[src/rtl/inst_fetch.sv]
// Instruction fetch unit: requests one word at a time from instruction memory,
// holds it for the decode stage and computes the next pc from decoded control flags.
//
// Ports:
//   clk, rst_n               clock and asynchronous active-low reset
//   imem_req, imem_addr      read request and byte address (= pc)
//   imem_ack, imem_rdata     read-data strobe and instruction word
//   inst, opcode, pc_out     held instruction, its opcode field and its address
//   inst_valid               held instruction is valid
//   inst_ready, stall        downstream consume handshake; stall blocks consumption
//   branch_eq, branch_neq,
//   jump, zero               control flags for the held instruction
//   fetch_err                sticky memory-timeout flag
module inst_fetch #(
    parameter logic [63:0] RESET_PC = 64'h0,
    parameter logic [7:0]  TIMEOUT  = 8'd255
) (
    input  logic        clk,
    input  logic        rst_n,
    output logic        imem_req,
    output logic [63:0] imem_addr,
    input  logic        imem_ack,
    input  logic [31:0] imem_rdata,
    output logic [31:0] inst,
    output logic [5:0]  opcode,
    output logic        inst_valid,
    input  logic        inst_ready,
    input  logic        stall,
    input  logic        branch_eq,
    input  logic        branch_neq,
    input  logic        jump,
    input  logic        zero,
    output logic [63:0] pc_out,
    output logic        fetch_err
);

    localparam int unsigned PC_W   = 64;
    localparam int unsigned INST_W = 32;
    localparam int unsigned CNT_W  = 8;

    typedef enum logic [1:0] {
        IDLE  = 2'd0,
        FETCH = 2'd1,
        HOLD  = 2'd2,
        ERR   = 2'd3
    } state_t;

    state_t              state;
    state_t              state_nxt;
    logic [PC_W-1:0]     pc;
    logic [PC_W-1:0]     pc4;
    logic [PC_W-1:0]     imm;
    logic [PC_W-1:0]     next_pc;
    logic [CNT_W-1:0]    wait_cnt;
    logic                take_branch;
    logic                consume;
    logic                capture;

    // State register
    always_ff @(posedge clk or negedge rst_n) begin
        if (!rst_n) begin
            state <= IDLE;
        end else begin
            state <= state_nxt;
        end
    end

    // Next-state logic; an ack on the timeout edge still wins
    always_comb begin
        state_nxt = state;
        case (state)
            IDLE:  state_nxt = FETCH;
            FETCH: begin
                if (imem_ack) begin
                    state_nxt = HOLD;
                end else if (wait_cnt == TIMEOUT) begin
                    state_nxt = ERR;
                end
            end
            HOLD:  begin
                if (inst_ready && !stall) begin
                    state_nxt = FETCH;
                end
            end
            ERR:   state_nxt = ERR;
            default: state_nxt = IDLE;
        endcase
    end

    // Moore outputs decoded from the state register
    always_comb begin
        imem_req   = 1'b0;
        inst_valid = 1'b0;
        fetch_err  = 1'b0;
        case (state)
            FETCH:   imem_req   = 1'b1;
            HOLD:    inst_valid = 1'b1;
            ERR:     fetch_err  = 1'b1;
            default: ;
        endcase
    end

    assign capture = (state == FETCH) && imem_ack;
    assign consume = (state == HOLD) && inst_ready && !stall;

    // Next pc: jump beats branches; beq and bne together act as an unconditional branch
    always_comb begin
        pc4         = pc + PC_W'(4);
        imm         = {{(PC_W-18){inst[15]}}, inst[15:0], 2'b00};
        take_branch = (branch_eq && zero) || (branch_neq && !zero);
        if (jump) begin
            next_pc = {pc4[63:28], inst[25:0], 2'b00};
        end else if (take_branch) begin
            next_pc = pc4 + imm;
        end else begin
            next_pc = pc4;
        end
    end

    // Datapath registers; pc is kept word aligned
    always_ff @(posedge clk or negedge rst_n) begin
        if (!rst_n) begin
            pc     <= {RESET_PC[63:2], 2'b00};
            inst   <= '0;
            pc_out <= '0;
        end else begin
            if (capture) begin
                inst   <= imem_rdata;
                pc_out <= pc;
            end
            if (consume) begin
                pc <= next_pc;
            end
        end
    end

    // Wait counter: cleared on FETCH entry, counts FETCH cycles without ack
    always_ff @(posedge clk or negedge rst_n) begin
        if (!rst_n) begin
            wait_cnt <= '0;
        end else if ((state != FETCH) && (state_nxt == FETCH)) begin
            wait_cnt <= '0;
        end else if ((state == FETCH) && !imem_ack) begin
            wait_cnt <= wait_cnt + CNT_W'(1);
        end
    end

    assign imem_addr = pc;
    assign opcode    = inst[INST_W-1:INST_W-6];

endmodule

[config.mk]
export PLATFORM = sky130hd
export DESIGN_NAME = inst_fetch
export DESIGN_NICKNAME = d
export VERILOG_FILES = /design/src/rtl/inst_fetch.sv
export SDC_FILE = /design/constraint.sdc
export NUM_CORES = 1
export LEC_CHECK = 0
export BUFFER_PORTS_ARGS = -buffer_cell sky130_fd_sc_hd__buf_2
export CAP_MARGIN = 40
export CORE_UTILIZATION = 60
export DETAILED_ROUTE_END_ITERATION = 8
export GPL_TIMING_DRIVEN = 1
export PLACE_DENSITY = 0.82
export SYNTH_ARGS = -nofsm -noshare
export SYNTH_HDL_FRONTEND = slang
export SYNTH_SLANG_ARGS = --single-unit
[constraint.sdc]
create_clock -name clk -period 8.3 [get_ports clk]
set_input_delay 0.83 -clock clk [delete_from_list [all_inputs] [get_ports clk]]
set_output_delay 0.83 -clock clk [all_outputs]
set_load 0.02 [all_outputs]
; ---- Word-level counts from Yosys, hierarchy flattened
; Index checks and enable logic that the tools add are counted.
[op_classes]
reduce_logical = 14
n_mux = 11
add_sub_neg = 3
n_eq_ne = 6
[op_table]
columns = op, count
row1 = $mux 64, 2
row2 = $add 64x3->64 const B, 1
row3 = $add 64x64->64, 1
row4 = $mux 8, 2
row5 = $add 8x1->8 const B, 1
row6 = $eq 8x8->1 const B, 1
row7 = $logic_and 1x1->1, 8
row8 = $pmux 2 s4, 1
row9 = $mux 2, 3
row10 = $eq 2x1->1 const B, 2
row11 = $eq 2x2->1 const B, 2
row12 = $logic_not 1->1, 3
row13 = $mux 1, 3
row14 = $logic_not 2->1, 1
row15 = $ne 2x1->1 const B, 1
row16 = $reduce_bool 2->1, 1
row17 = $logic_or 1x1->1, 1
[totals]
elab_cells = 39
register_bits = 170
input_bits = 41

; ---- Depth between registers and ports, before layout
[depth]
depth_word = 7
depth_mapped = 20
mapped_depth_nobuf = 19

; ---- Worst setup path before layout
; No wires, ideal clock.
[synth_timing]
kind = reg-to-reg
start = reg pc[12] (netlist: imem_addr[12])
end = reg pc[63] (netlist: imem_addr[63])
stages_incl_launch_ff = 20
slack_ns = 3.845
required_ns = 8.171
period_less_slack_ns = 4.455
setup_ns = 0.129
arrival_time_ns = 4.326
cell_sequence = dfrtp_1 and4_1 and3_1 and4_4 nand2_2 nor3_2 nand2_1 or3_1 xnor2_1 ha_1 a21oi_1 o21ai_0 o21bai_1 a21oi_1 nor4bb_1 a211oi_1 or3_1 a31oi_1 o21ai_1 xnor2_1
[synth_between]
elab_chain_len = 4
[synth_lines]
columns = item, line
row1 = "start, declared", 50  ; logic [PC_W-1:0] pc;
row2 = "start signal, assigned", 123  ; pc <= {RESET_PC[63:2], 2'b00};
row3 = "start signal, assigned", 132  ; pc <= next_pc;
row4 = $add 64x3->64 (*), 108  ; pc4 = pc + PC_W'(4);
row5 = $add 64x64->64, 114  ; next_pc = pc4 + imm;
row6 = $mux 64, 113  ; end else if (take_branch) begin
row7 = $mux 64 (*), 111  ; if (jump) begin
; Mark *: on every way between the ends. The rest lies on a longest branch, timed or not.
; A chain may end at the register's enable or synchronous reset.

; ---- Final worst setup path
[layout_timing]
start = reg pc[13] (netlist: imem_addr[13])
end = reg pc[63] (netlist: imem_addr[63])
; The elaborated chain is that of the path after synthesis.

==> results.sh <==
export IMPL_outcome="complete, no violations"
export IMPL_place_area_sq_um=13300
export IMPL_num_io_pins=210
export IMPL_worst_slew_pin_slew_ns=0.829
export IMPL_post_cts_setup_buffers=0
export IMPL_drive_above_1_share=0.232
export IMPL_cts_root_buf="clkbuf_16"
export IMPL_yosysSeqAreaShare=0.342
export IMPL_path_delay_family="simple AND/OR/NAND/NOR gates"
export IMPL_fillers=1525
export IMPL_yosysWarnings=0
export IMPL_cp_slowest_cell="nor3_2"
export IMPL_synth_edf_count=0
export IMPL_cp_required_ns=8.67
export IMPL_wl_met3_um=2910
export IMPL_finalSetupTns_ns=0
export IMPL_worstSetupStartpointType="register"
export IMPL_chipHeight_um=144
export IMPL_syn_area_per_cell_sq_um=8.77
export IMPL_slowest_delay_ns=0.57
export IMPL_p_per_area_nw_per_um2=498
export IMPL_gp_congestion=0.976
export IMPL_synth_area_sq_um=12100
export IMPL_fmax_mhz=188
export IMPL_vias=11412
export IMPL_first_pass_iters=5
export IMPL_port_buffers=205
export IMPL_coreArea_sq_um=19700
export IMPL_path_buf_inv=0
export IMPL_routed_via_density=6.26
export IMPL_yosys_area_top_type_share=0.342
export IMPL_clock_latency_ns=0.44
export IMPL_slew_violations=0
export IMPL_antenna_found_initial=0
export IMPL_cts_tree="done"
export IMPL_drc=0
export IMPL_synth_async_reset_ratio=1.00
export IMPL_clockBufferDepth=2
export IMPL_slew_headroom=0.447
export IMPL_grt_pass1_wl_um=56200
export IMPL_period_share=0.639
export IMPL_synth_seq_cells=166
export IMPL_hp_class="in2async"
export IMPL_rr_worst_depth=19
export IMPL_grt_usage=0.350
export IMPL_dpl_hpwl_um=26100
export IMPL_rrSetupSlack_ns=2.99
export IMPL_antennaDiodeCount=0
export IMPL_grt_max_degree=89
export IMPL_die_area_sq_um=20800
export IMPL_synthTopCellsByArea="dfrtp_1 34%, ha_1 8.0%, mux2_2 7.9%, xnor2_1 6.1%, a21oi_1 5.4%"
export IMPL_clock_sinks=166
export IMPL_overflow=0
export IMPL_numCtsBuffers=17
export IMPL_die_w_um=144
export IMPL_endpoint_kind="register"
export IMPL_fin_skew_ns=0.0105
export IMPL_wl_met2_um=16400
export IMPL_routed_wl_um=35500
export IMPL_final_min_clock_period_ns=5.31
export IMPL_initial_core_util=0.618
export IMPL_top_layer="met4"
export IMPL_multiInputGateArea_sq_um=7560
export IMPL_critical_path_class="reg2reg"
export IMPL_arrival_ns=5.68
export IMPL_wire_per_inst_um=19.5
export IMPL_max_cap_viol_count=0
export IMPL_p_leak_nw=6.62
export IMPL_ys_flop_type="dfrtp_1"
export IMPL_ant_nets=0
export IMPL_area_growth_pct=14.8
export IMPL_path_clk_slew_ns=0.07
export IMPL_cts_resized=0
export IMPL_routedLengthMet1_um=15300
export IMPL_setup_viol=0
export IMPL_synth_top_cell_by_area="dfrtp_1"
export IMPL_placementRows=51
export IMPL_cts_hold_fix_buffers=0
export IMPL_seqCellArea_sq_um=4160
export IMPL_design_area_sq_um=13900
export IMPL_crit_chain="and4_1 > and3_1 > and4_4 > nand2_2 > nor3_2 > nand2_1 > or3_1 > xnor2_1 > ha_1 > a21oi_1 > o21ai_0 > o21bai_1 > a21oi_1 > nor4bb_1 > a211oi_1 > or3_1 > and4_1 > o21ai_1 > xnor2_1"
export IMPL_regToRegStartpoint="imem_addr[13]"
export IMPL_crit_fanout=7
export IMPL_cts_htree_levels=4
export IMPL_rsz0062_at_grt="false"
export IMPL_synth_cell_type_count=72
export IMPL_grt_pass1_vias=10830
export IMPL_ir_worst_vdd_mv=0.253
export IMPL_final_nets=1666
export IMPL_design_power_total_mw=6.95
export IMPL_synth_cells=1385
export IMPL_drt_iter0_drc=1076
export IMPL_hold_viol=0
export IMPL_reg2reg_to="imem_addr[63]"
==> sequential cells by signal (all words and copies together) (netlist names) <==
signal / cells
pc_out: 62
wait_cnt: 8
inst: 32
state: 2
imem_addr: 62
==> cell usage in the layout, fill, tap and decap left out, types with 7 or more instances in the layout <==
cell type,n
buf_2,204
dfrtp_1,165
nand2_1,162
a21oi_1,131
o21ai_0,99
nor2_1,91
xnor2_1,85
mux2_2,85
ha_1,78
nand4_1,41
xor2_1,35
inv_1,31
a21o_1,31
and3_1,26
nand3_1,26
nor3_1,24
clkbuf_16,17
o21bai_1,15
a31oi_1,13
and2_1,12
o22ai_1,12
a211oi_1,11
o211ai_1,11
and4_1,9
buf_4,8
or3_1,7
mux2i_1,7
o21a_1,7
a22oi_1,7
==> report_power, final <==
| group | internal, mW | total (mW) | switching (mW) |
|---|---|---|---|
| clock network | 0.432 | 0.822 | 0.390 |
| registers | 1.17 | 1.63 | 0.456 |
| logic | 1.75 | 4.50 | 2.75 |
==> synthesized netlist by cell type, drive strengths merged, types with 24 or more instances <==
library cell	count
ha	78
xor2	35
dfrtp	166
and3	26
nand3	26
nor2	94
mux2	85
buf	24
inv	31
clkbuf	54
a21o	31
a21oi	135
o21ai	103
nor3	28
nand2	165
nand4	43
xnor2	85
==> cells by family after synthesis <==
| family | synth area share |
|---|---|
| fa+ha+maj | 0.0820 |
| compound gates | 0.194 |
| simple gates | 0.172 |
| other cells | 0.000309 |
| mux | 0.0846 |
| buf+inv | 0.0377 |
| flops | 0.342 |
| xor+xnor | 0.0865 |
==> per-stage QoR <==
stage,setup WS (ns),std cells,hold slack (ns),util
after floorplan,3.85,1388,0.497,-
after global placement,3.35,1788,0.456,0.674
after detailed placement,3.17,1792,0.465,0.678
after CTS,3.13,1824,0.481,0.709
after global routing,2.68,1824,0.498,0.709
final,2.99,1824,0.418,0.709
==> layer usage <==
layer	vias up	track usage
met5	-	0
met4	0	0.131
met3	81	0.0609
met2	579	0.572
met1	5433	0.465
li1	5319	-
==> worst max-delay path by stage <==
| stage | startpoint | endpoint | slack [ns] | cells after the start |
|---|---|---|---|---|
| floorplan | imem_addr[12] | imem_addr[63] | 3.85 | 19 |
| global placement | imem_addr[12] | imem_addr[63] | 3.35 | 19 |
| detailed placement | imem_addr[12] | imem_addr[63] | 3.17 | 19 |
| CTS | imem_addr[13] | imem_addr[63] | 3.13 | 19 |
| global route | imem_addr[13] | imem_addr[59] | 2.68 | 19 |
| finish | imem_addr[13] | imem_addr[63] | 2.99 | 19 |
==> final cells by class <==
class | count | area share
clock inverters | 15 | 0.0131
multi-input cells | 1113 | 0.542
inverters | 31 | 0.00835
flip-flops and latches | 166 | 0.298
repair buffers | 217 | 0.0839
well taps | 265 | 0.0238
clock buffers | 17 | 0.0305
Note: power is estimated with default switching activity, not from simulation.
